==> config.mk <==
export PLATFORM = sky130hd
export DESIGN_NAME = pipelined_rca_addsub_flat
export DESIGN_NICKNAME = d
export VERILOG_FILES = /design/src/rtl/pipelined_rca_addsub_pkg.sv /design/src/rtl/pipelined_rca_addsub_if.sv /design/src/rtl/pipelined_rca_addsub_chunk.sv /design/src/rtl/pipelined_rca_addsub.sv /design/src/flat_wrapper.sv
export SDC_FILE = /design/constraint.sdc
export NUM_CORES = 1
export LEC_CHECK = 0
export ABC_AREA = 1
export CAP_MARGIN = 10
export CELL_PAD_IN_SITES_DETAIL_PLACEMENT = 0
export CELL_PAD_IN_SITES_GLOBAL_PLACEMENT = 1
export CORE_ASPECT_RATIO = 1.25
export CORE_MARGIN = 8
export CORE_UTILIZATION = 37
export CTS_CLUSTER_SIZE = 28
export DETAILED_ROUTE_END_ITERATION = 10
export PLACE_DENSITY = 0.76
export SYNTH_ARGS = -nofsm -noshare
export SYNTH_HDL_FRONTEND = slang
export SYNTH_SLANG_ARGS = --single-unit
==> constraint.sdc <==
create_clock -name clk -period 3.8 [get_ports clk]
set_input_delay 0.95 -clock clk [delete_from_list [all_inputs] [get_ports clk]]
set_output_delay 0.95 -clock clk [all_outputs]
set_load 0.1 [all_outputs]
==> src/rtl/pipelined_rca_addsub_pkg.sv <==
// Shared constants and helpers for the pipelined ripple-carry adder/subtractor.
// Optional flag outputs are enabled by defining ADDSUB_FLAGS_EN.
package addsub_pkg;

    // Operation select values for the sub input
    localparam logic ADD = 1'b0;
    localparam logic SUB = 1'b1;

    // Number of pipeline stages: one CHUNK-bit slice per stage
    function automatic int stages(input int width, input int chunk);
        return width / chunk;
    endfunction

endpackage

==> src/rtl/pipelined_rca_addsub_if.sv <==
// Operand/result bus of the pipelined adder/subtractor. The slave modport is the
// adder's view, the master modport is the producer/consumer view.
// Defining ADDSUB_FLAGS_EN adds the zero/neg/ovf result flags.
interface pipelined_rca_addsub_if #(
    parameter int WIDTH = 16
);
    logic             in_valid;
    logic             in_ready;
    logic [WIDTH-1:0] a;
    logic [WIDTH-1:0] b;
    logic             cin;
    logic             sub;
    logic             out_valid;
    logic             out_ready;
    logic [WIDTH-1:0] sum;
    logic             cout;
`ifdef ADDSUB_FLAGS_EN
    logic             zero;
    logic             neg;
    logic             ovf;
`endif

    modport master (
        output in_valid, a, b, cin, sub, out_ready,
        input  in_ready, out_valid, sum, cout
`ifdef ADDSUB_FLAGS_EN
        , input zero, neg, ovf
`endif
    );

    modport slave (
        input  in_valid, a, b, cin, sub, out_ready,
        output in_ready, out_valid, sum, cout
`ifdef ADDSUB_FLAGS_EN
        , output zero, neg, ovf
`endif
    );

endinterface

==> src/rtl/pipelined_rca_addsub_chunk.sv <==
// Combinational W-bit ripple-carry adder slice. Also exposes the carry into the
// slice MSB so the top slice can derive signed overflow.
module rca_chunk #(
    parameter int W = 4
) (
    input  logic [W-1:0] a_i,
    input  logic [W-1:0] b_i,
    input  logic         cin_i,
    output logic [W-1:0] s_o,
    output logic         cout_o,
    output logic         c_msb_in_o
);

    logic [W:0] c;

    // Bit-serial ripple: sum bit and generate/propagate carry per position
    always_comb begin
        c    = '0;
        s_o  = '0;
        c[0] = cin_i;
        for (int i = 0; i < W; i++) begin
            s_o[i]   = a_i[i] ^ b_i[i] ^ c[i];
            c[i + 1] = (a_i[i] & b_i[i]) | (c[i] & (a_i[i] ^ b_i[i]));
        end
    end

    assign cout_o     = c[W];
    assign c_msb_in_o = c[W-1];

endmodule

==> src/rtl/pipelined_rca_addsub.sv <==
// Pipelined ripple-carry adder/subtractor: one CHUNK-bit slice per stage, carry
// ripples one slice per clock, full throughput with valid/ready on both sides.
// Upper operand slices and finished lower sum slices travel with each beat.
// in_ready is combinational from out_ready (no skid buffer).
// Define ADDSUB_FLAGS_EN to add registered zero/neg/ovf outputs.
module pipelined_rca_addsub
    import addsub_pkg::*;
#(
    parameter int WIDTH = 16,
    parameter int CHUNK = 4
) (
    input  logic                 clk,
    input  logic                 rst,
    pipelined_rca_addsub_if.slave bus
);

    localparam int STAGES = stages(WIDTH, CHUNK);
    localparam int LAST   = STAGES - 1;

    if ((CHUNK < 1) || (WIDTH % CHUNK != 0)) begin : g_param_err
        $error("pipelined_rca_addsub: WIDTH (%0d) must be a multiple of CHUNK (%0d)", WIDTH, CHUNK);
    end

    logic              advance;

    // Stage inputs (also next state of the pass-through registers)
    logic [WIDTH-1:0]  a_d   [STAGES];
    logic [WIDTH-1:0]  b_d   [STAGES];
    logic [WIDTH-1:0]  s_in  [STAGES];
    logic              ci_d  [STAGES];
    logic              v_d   [STAGES];
    logic [WIDTH-1:0]  s_d   [STAGES];

    // Slice adder outputs
    logic [CHUNK-1:0]  s_w   [STAGES];
    logic [STAGES-1:0] co_w;
    logic [STAGES-1:0] cmsb_w;

    // Stage registers
    logic [WIDTH-1:0]  a_q   [STAGES];
    logic [WIDTH-1:0]  b_q   [STAGES];
    logic [WIDTH-1:0]  s_q   [STAGES];
    logic [STAGES-1:0] c_q;
    logic [STAGES-1:0] v_q;

    // Only the top slice's MSB carry feeds ovf; the rest are intentionally dropped
    logic              unused_cmsb;
    assign unused_cmsb = ^cmsb_w;

    assign advance       = !v_q[LAST] || bus.out_ready;
    assign bus.in_ready  = advance;
    assign bus.out_valid = v_q[LAST];
    assign bus.sum       = s_q[LAST];
    assign bus.cout      = c_q[LAST];

    // Stage 0 takes the bus (B inverted and carry flipped for subtract); later stages take the previous registers
    always_comb begin
        a_d[0]  = bus.a;
        b_d[0]  = (bus.sub == SUB) ? ~bus.b : bus.b;
        ci_d[0] = bus.cin ^ bus.sub;
        v_d[0]  = bus.in_valid;
        s_in[0] = '0;
        for (int k = 1; k < STAGES; k++) begin
            a_d[k]  = a_q[k-1];
            b_d[k]  = b_q[k-1];
            ci_d[k] = c_q[k-1];
            v_d[k]  = v_q[k-1];
            s_in[k] = s_q[k-1];
        end
    end

    for (genvar k = 0; k < STAGES; k++) begin : g_chunk
        rca_chunk #(.W(CHUNK)) u_chunk (
            .a_i        (a_d[k][k*CHUNK +: CHUNK]),
            .b_i        (b_d[k][k*CHUNK +: CHUNK]),
            .cin_i      (ci_d[k]),
            .s_o        (s_w[k]),
            .cout_o     (co_w[k]),
            .c_msb_in_o (cmsb_w[k])
        );
    end

    // Merge each stage's freshly computed slice into the skewed partial sum
    always_comb begin
        for (int k = 0; k < STAGES; k++) begin
            s_d[k] = s_in[k];
            s_d[k][k*CHUNK +: CHUNK] = s_w[k];
        end
    end

    // All stages shift together on advance and hold (data included) on stall
    always_ff @(posedge clk) begin
        if (rst) begin
            v_q <= '0;
            c_q <= '0;
            for (int k = 0; k < STAGES; k++) begin
                s_q[k] <= '0;
            end
        end else if (advance) begin
            for (int k = 0; k < STAGES; k++) begin
                v_q[k] <= v_d[k];
                c_q[k] <= co_w[k];
                s_q[k] <= s_d[k];
                a_q[k] <= a_d[k];
                b_q[k] <= b_d[k];
            end
        end
    end

`ifdef ADDSUB_FLAGS_EN
    logic zero_q;
    logic neg_q;
    logic ovf_q;

    // Flags are registered alongside the last stage so they align with sum
    always_ff @(posedge clk) begin
        if (rst) begin
            zero_q <= 1'b0;
            neg_q  <= 1'b0;
            ovf_q  <= 1'b0;
        end else if (advance) begin
            zero_q <= (s_d[LAST] == '0);
            neg_q  <= s_d[LAST][WIDTH-1];
            ovf_q  <= co_w[LAST] ^ cmsb_w[LAST];
        end
    end

    assign bus.zero = zero_q;
    assign bus.neg  = neg_q;
    assign bus.ovf  = ovf_q;
`endif

endmodule

==> src/flat_wrapper.sv <==
// flat-port wrapper written by rule: the top's interface ports become plain ports
module pipelined_rca_addsub_flat import addsub_pkg::*;
#(
    parameter int WIDTH = 16,
    parameter int CHUNK = 4
)
  (clk, rst, bus_in_valid, bus_a, bus_b, bus_cin, bus_sub, bus_out_ready, bus_in_ready, bus_out_valid, bus_sum, bus_cout);
  pipelined_rca_addsub_if #(.WIDTH(WIDTH)) bus_i ();
  input  logic clk;
  input  logic rst;
  input wire logic [$bits(bus_i.in_valid)-1:0] bus_in_valid;
  input wire logic [$bits(bus_i.a)-1:0] bus_a;
  input wire logic [$bits(bus_i.b)-1:0] bus_b;
  input wire logic [$bits(bus_i.cin)-1:0] bus_cin;
  input wire logic [$bits(bus_i.sub)-1:0] bus_sub;
  input wire logic [$bits(bus_i.out_ready)-1:0] bus_out_ready;
  output wire logic [$bits(bus_i.in_ready)-1:0] bus_in_ready;
  output wire logic [$bits(bus_i.out_valid)-1:0] bus_out_valid;
  output wire logic [$bits(bus_i.sum)-1:0] bus_sum;
  output wire logic [$bits(bus_i.cout)-1:0] bus_cout;
  assign bus_i.in_valid = bus_in_valid;
  assign bus_i.a = bus_a;
  assign bus_i.b = bus_b;
  assign bus_i.cin = bus_cin;
  assign bus_i.sub = bus_sub;
  assign bus_i.out_ready = bus_out_ready;
  assign bus_in_ready = bus_i.in_ready;
  assign bus_out_valid = bus_i.out_valid;
  assign bus_sum = bus_i.sum;
  assign bus_cout = bus_i.cout;
  pipelined_rca_addsub #(.WIDTH(WIDTH), .CHUNK(CHUNK)) u_core (.clk(clk), .rst(rst), .bus(bus_i));
endmodule
; Yosys cells after proc, flatten, opt, wreduce, memory -nomap -nowiden
; Memories as Yosys holds them, arrays and structs flattened.
; Index checks and enable logic that the tools add are counted.
[op_classes]
n_mux = 10
n_bitwise = 86
n_reduce_logical = 2
[op_table]
columns = cell, n
row1 = 2-to-1 mux 16 bit, 5
row2 = bitwise XOR 1 bit, 33
row3 = AND 1 bit, 32
row4 = bitwise OR 1 bit, 20
row5 = NOT 16 bit, 1
row6 = 2-to-1 mux 1 bit, 5
row7 = logical NOT 1 bit, 1
row8 = logical OR 1 bit, 1
[word_totals]
register_bits = 8
mem_bits_rw = 192
input_bits = 38
out_inout_bits = 19
word_cells = 103
memories = 3
[mem_list]
columns = name, depth, word_bits, read_ports, rd_clocked_by_memory_dff, wr, line
row1 = u_core.a_q, 4, 16, 3, 0, 4, pipelined_rca_addsub.sv:40  ; logic [WIDTH-1:0] a_q [STAGES];
row2 = u_core.b_q, 4, 16, 3, 0, 4, pipelined_rca_addsub.sv:41  ; logic [WIDTH-1:0] b_q [STAGES];
row3 = u_core.s_q, 4, 16, 4, 0, 4, pipelined_rca_addsub.sv:42  ; logic [WIDTH-1:0] s_q [STAGES];

; Logic depth before layout (Yosys ltp)
; Gate-level depths: netlist of the first run.
[depth]
depth_word = 11
mapped_depth = 12
ltp_nobuf = 10

; Hierarchy
; A second synthesis of the first run with hierarchy kept.
[unflattened]
cells_unflattened = 278
hier_area_um2 = 3988.8
[by_module_without_submodules]
columns = mod, instances, cells_each, area_each_um2, seq_area_each_um2
row1 = pipelined_rca_addsub, 1, 230, 3548.4, 2802.7
row2 = rca_chunk, 4, 12, 110.1, 0.0

; Worst setup path after synthesis of the first run
; No wires, ideal clock.
[synth_timing]
kind = input-to-reg
start = input bus_sub
end = memory u_core.s_q[0][3], data pin
setup_ns = 0.251
arrival_time_ns = 2.932
t_required_ns = 3.549
setup_slack_ns = 0.616
cell_stages = 12
n_path_buf = 2
path_cell_list = buf_4 buf_6 xnor2_1 fa_1 inv_1 fa_1 inv_1 fa_1 inv_1 fa_1 inv_1 nor2_2
[synth_rtl]
columns = element, line
row1 = start: declaration, flat_wrapper.sv:15  ; input wire logic [$bits(bus_i.sub)-1:0] bus_sub;
row2 = end: declaration, pipelined_rca_addsub.sv:42

==> results of run 1 <==
[state kept, by name (all words and copies together) (netlist names)]
signal and count:
u_core.v_q 4, u_core.a_q 24, u_core.b_q 24, u_core.s_q 40, u_core.c_q 4
[synthesized netlist by cell type (all sizes together)]
cell type  instances
nand3              7
buf                8
edfxtp            88
dfxtp              8
fa                16
nor2              40
inv               65
nand2             12
xnor2              3
xor2              14
nand4              7
[cells by family (layout without fill, tap and decap cells)]
group                    count (synthesis)  after routing  share of synthesized area (%)
buffers and inverters                   73            139                           8.46
flip-flops                              96             96                           69.4
adder cells (fa/ha/maj)                 16             16                           7.93
AND/OR/NAND/NOR                         66             66                           10.5
XOR/XNOR                                17             17                           3.69
[worst max-delay path, stage by stage]
cell and delay (ns):
clkdlybuf4s50_1 0.61, xnor2_1 0.14, fa_1 0.39, inv_1 0.08
fa_1 0.18, inv_1 0.05, fa_1 0.35, inv_1 0.07
fa_1 0.40, inv_1 0.07, nor2_2 0.03
[per-layer routing]
metal	part of all wire, %	GRT usage, %	up-vias	wire length [um]
met4	2.7	5.42	0	152
met5	0	0	-	0
met1	39	9.31	898	2170
met2	54	14.8	40	3020
li1	-	-	973	-
met3	5.1	2.53	8	288
[through the flow]
stage	utilization, %	hold WS (ns)
2_1_floorplan	-	0.400
5_1_grt	47.4	0.419
3_3_place_gp	44.5	0.401
6_report	47.4	0.416
3_5_place_dp	44.5	0.405
4_1_cts	47.4	0.418
[area by class of cell]
cell class | count | area [sq um]
fillers | 954 | 5590
multi-input cells | 99 | 896
repair buffers | 59 | 616
well taps | 132 | 165
clock buffers | 10 | 229
flip-flops and latches | 96 | 2800
clock inverters | 5 | 72.6
inverters | 65 | 246
[worst max-delay path by stage]
stage                       endpoint  slack, ns  depth (start not counted)
finish              u_core.s_q[0][3]       0.54                         11
global route        u_core.s_q[0][3]       0.42                         11
CTS                 u_core.s_q[0][3]       0.50                         11
detailed placement  u_core.s_q[0][3]       0.15                         11
global placement    u_core.s_q[0][3]       0.20                         11
floorplan           u_core.s_q[0][3]       0.62                         12
[power groups by stage]
stage	Clock [uW]	Sequential, uW	Combinational (uW)
floorplan	0	1420	165
global placement	0	1300	373
detailed placement	0	1310	378
CTS	931	1280	379
global route	972	1290	410
finish	908	1280	372
==> flow_summary.ini, run 1 <==
[worst_hold_path]
holdCritStartpoint = u_core.b_q[1][14]
timing.hold.worst.class = reg -> reg
whs_path_depth = 0
min_delay_worst_endpoint = u_core.b_q[2][14]

[yosys]
ys.warnings.count = 0
synthesis.instances = 268
yosys-top-cells-area = edfxtp_1 (65%), fa_1 (7.9%), inv_1 (5.9%), nor2_2 (5.4%), dfxtp_1 (4.0%)
sequential_share_of_the_synthesized_area_pct = 69.4
netlist.top_cell.by_area = edfxtp_1
netlist_area_sq_um = 4040
syn-num-nets = 322
synthDistinctLibCells = 19
synth_top_area_share_pct = 65.4
yosys_register_bits = 96
avgSynthCellArea_sq_um = 15.1

[detailed_routing]
via_count = 1919
finalWirelength_um = 5640
initialDrtViolationCount = 80
final_antenna_net_count = 0
drc = 0
viasPerCell = 4.12
post_drt_wl_per_cell_um = 12.1
firstDrtPassIters = 6

[clock_network]
ctsHtreeMaxLevel = 3
postCtsSetupRepairBufs = 0
numClockSinks = 96
clock-root-buffer = clkbuf_16
cts.reportedPaths.clkPinSlew_ns = 0.06
cts_made_buffers = 9
postCtsResizedCells = 0
cts_hold_buf = 0
cts_buffer_depth = 2
clock_latency_ns = 0.33
clock_tree_from_tritoncts = done

[floorplanning]
fp.dieW_um = 109
floorplan.die_area_sq_um = 14500
die_height_um = 133
top_level_pins = 57
effective_utilization_at_floorplan_pct = 38.0
core_region_area_sq_um = 10600
rows = 42

[sta]
final_hold_viol_count = 0
layout_min_cycle_time_ns = 3.26
fin_worst_skew_ns = 0.00594
layout_setup_ws_ns = 0.539
setup-tns-final_ns = 0
setup_repair_after_global_routing_missed_its_margin = false
max_clock_freq_mhz = 307
final.period_utilization_pct = 85.8
slew_headroom_pct = 32.9
report.final.setup_viol = 0
final_max_slew_viol_count = 0
slew_at_the_pin_closest_to_its_max_slew_limit_ns = 1.00

[power_and_ir_drop]
power.switching_fraction_pct = 23.8
sequentialPowerShare_pct = 50.0
vdd_drop_max_uv = 231
power_leakage_uw = 0.00200
cellInternalPower_uw = 1950
fin_total_pwr_uw = 2560
clockPowerShare_pct = 35.5
switching_power_uw = 609
power_frac_comb_pct = 14.5
power-per-cell-area_nw_per_um2 = 510

[setup_path]
worstSetupEndpointType = register
r2r_slack_ns = 1.52
critical_path.max_fanout = 4
crit_arrival_ns = 3.34
setup_crit_start_kind = input port
cp.required_ns = 3.87
regToRegEndpoint = u_core.s_q[1][7]
rr_startpoint = u_core.b_q[0][4]
worstSetupStartpoint = bus_sub
worst-r2r-cell-count = 8
critical_path_class = in -> reg

[outcome]
outcome = finished clean

[placement]
detailed_place_hpwl_um = 4110
place_congestion = 0.734
detailed_place.area_sq_um = 4730
placement.io_buffers = 56
placed_cells_incl_taps = 451
dp_slack_ns = 0.146

[grt]
grt_max_degree = 42
grt_util_all_layers_pct = 8.79
grt_antenna_before_repair = 0
number_of_global_route_vias_before_repair = 2070
grt-ovfl-total = 0
grt_first_pass_wirelength_um = 9740

[cells_and_area]
antenna-diode-count = 0
layout_commonest_cell = edfxtp_1
layout_stage_area_growth_over_the_synthesis_result_pct = 24.5
finish.net_count = 384
final_layout_size_suffix_gt1_share_pct = 18.6
final_instance_count_without_filler_cells = 466
final_cell_mix = edfxtp_1 (88), inv_1 (62), clkdlybuf4s50_1 (54)
design_area_sq_um = 5030

[job]
cap_violations = 0
Power figures use the tool's default switching activity.
==> run 2: changes to the inputs <==
--- a/config.mk
+++ b/config.mk
@@ -10,7 +10,6 @@
 export CELL_PAD_IN_SITES_DETAIL_PLACEMENT = 0
 export CELL_PAD_IN_SITES_GLOBAL_PLACEMENT = 1
 export CORE_ASPECT_RATIO = 1.25
-export CORE_MARGIN = 8
 export CORE_UTILIZATION = 37
 export CTS_CLUSTER_SIZE = 28
 export DETAILED_ROUTE_END_ITERATION = 10
==> flow_summary.ini, run 2 (synthesized netlist as in run 1, its figures left out) <==
[job]
cap_violations = 0

[power_and_ir_drop]
power-per-cell-area_nw_per_um2 = 508
power_leakage_uw = 0.00199
vdd_drop_max_uv = 264

[cells_and_area]
largest_registers = u_core.s_q: 40 flops, u_core.a_q: 24 flops, u_core.b_q: 24 flops
design_area_sq_um = 5020
final_layout_size_suffix_gt1_share_pct = 19.9
final_cell_mix = edfxtp_1 (88), inv_1 (62), clkdlybuf4s50_1 (54)
largest_register_ffs = 40
largest-register = u_core.s_q
finish.net_count = 385
layout_stage_area_growth_over_the_synthesis_result_pct = 24.4
layout_commonest_cell = edfxtp_1
antenna-diode-count = 0

[sta]
slew_at_the_pin_closest_to_its_max_slew_limit_ns = 0.968
setup-tns-final_ns = 0
report.final.setup_viol = 0
setup_repair_after_global_routing_missed_its_margin = false
max_clock_freq_mhz = 302
slew_headroom_pct = 35.3
fin_worst_skew_ns = 0.00490
final_max_slew_viol_count = 0
layout_min_cycle_time_ns = 3.31
final_hold_viol_count = 0
final.period_utilization_pct = 87.1

[detailed_routing]
initialDrtViolationCount = 94
firstDrtPassIters = 4
final_antenna_net_count = 0
post_drt_wl_per_cell_um = 10.8
drc = 0
viasPerCell = 4.06
finalWirelength_um = 5060
via_count = 1899

[setup_path]
critical_path_class = in -> reg
crit_arrival_ns = 3.39
slowest_delay_ns = 0.64
critical_path.max_fanout = 5
worstSetupEndpointType = register
critPathSlowestCell = clkdlybuf4s50_1
cp_cell_sequence = clkdlybuf4s50_1, xnor2_1, fa_1, inv_1, fa_1, inv_1, fa_1, inv_1, fa_1, inv_1, nor2_2
rr_startpoint = u_core.b_q[0][4]
worstSetupStartpoint = bus_sub
setup_crit_start_kind = input port
cp.required_ns = 3.88

[grt]
number_of_global_route_vias_before_repair = 1836
grt-ovfl-total = 0
grt_util_all_layers_pct = 10.5
grt_antenna_before_repair = 0
grt_first_pass_wirelength_um = 8600
grt_max_degree = 42

[floorplanning]
floorplan.die_area_sq_um = 11300
fp.dieW_um = 95.4
core_region_area_sq_um = 10600
die_height_um = 119
top_level_pins = 57
rows = 42
effective_utilization_at_floorplan_pct = 38.0

[placement]
place_congestion = 0.692
detailed_place.area_sq_um = 4720
detailed_place_hpwl_um = 3520
placement.io_buffers = 56

[worst_hold_path]
holdCritStartpoint = u_core.a_q[0][11]
timing.hold.worst.class = reg -> reg

[clock_network]
clock_tree_from_tritoncts = done
cts_made_buffers = 9
cts_hold_buf = 0
postCtsSetupRepairBufs = 0
postCtsResizedCells = 0
numClockSinks = 96
cts.reportedPaths.clkPinSlew_ns = 0.07
cts_buffer_depth = 2
clock_latency_ns = 0.34
ctsHtreeMaxLevel = 3
clock-root-buffer = clkbuf_16

[outcome]
outcome = finished clean
==> run 2: changes by cell type in the layout (fill, tap and decap cells not counted), sizes merged <==
cell and delta:
clkbuf -1, clkinvlp +1, bufinv -1, inv +3
clkinv -1, buf +1
==> run 2: path summary, 6_finish.rpt <==
path                       end  slack [ns]  cells after the start
max           u_core.s_q[0][3]        0.49                     11
min          u_core.a_q[1][11]        0.42                      0
max reg2reg   u_core.s_q[1][7]        1.52                      8
min reg2reg  u_core.a_q[1][11]        0.42                      0
==> run 2: critical path, delay by kind of cell <==
kind / cells / cell delay, ns
XOR/XNOR: 1 / 0.16
buffers and inverters: 5 / 0.91
adder cells (fa/ha/maj): 4 / 1.33
AND/OR/NAND/NOR: 1 / 0.04
==> run 2: final cells by class <==
| cell class | count | area [sq um] |
|---|---|---|
| Sequential cell | 96 | 2800 |
| Timing Repair Buffer | 60 | 611 |
| Clock buffer | 9 | 225 |
| Multi-Input combinational cell | 99 | 896 |
| Fill cell | 937 | 5590 |
| Inverter | 65 | 246 |
| Clock inverter | 7 | 77.6 |
| Tap cell | 132 | 165 |
==> run 2: per-stage QoR <==
stage / power [uW] / hold WS, ns / setup WS, ns / utilization [%] / instances
after detailed placement: 1680 / 0.405 / 0.0969 / 44.5 / 452
after global routing: 2660 / 0.428 / 0.366 / 47.3 / 468
after CTS: 2590 / 0.420 / 0.463 / 47.3 / 468
after global placement: 1670 / 0.402 / 0.166 / 44.5 / 452
after floorplan: 1580 / 0.400 / 0.616 / - / 268
final: 2550 / 0.419 / 0.491 / 47.3 / 468
==> run 2: where the power goes <==
| group | internal, uW | switching, uW |
|---|---|---|
| registers | 1250 | 25.5 |
| logic | 131 | 240 |
| clock network | 517 | 386 |
| total | 1900 | 652 |
==> run 2: metal layers <==
metal  track usage [%]  routed length [um]
met1              12.4                2150
met2              16.3                2590
met3              4.05                 230
met4              5.60                  93
met5                 0                   0
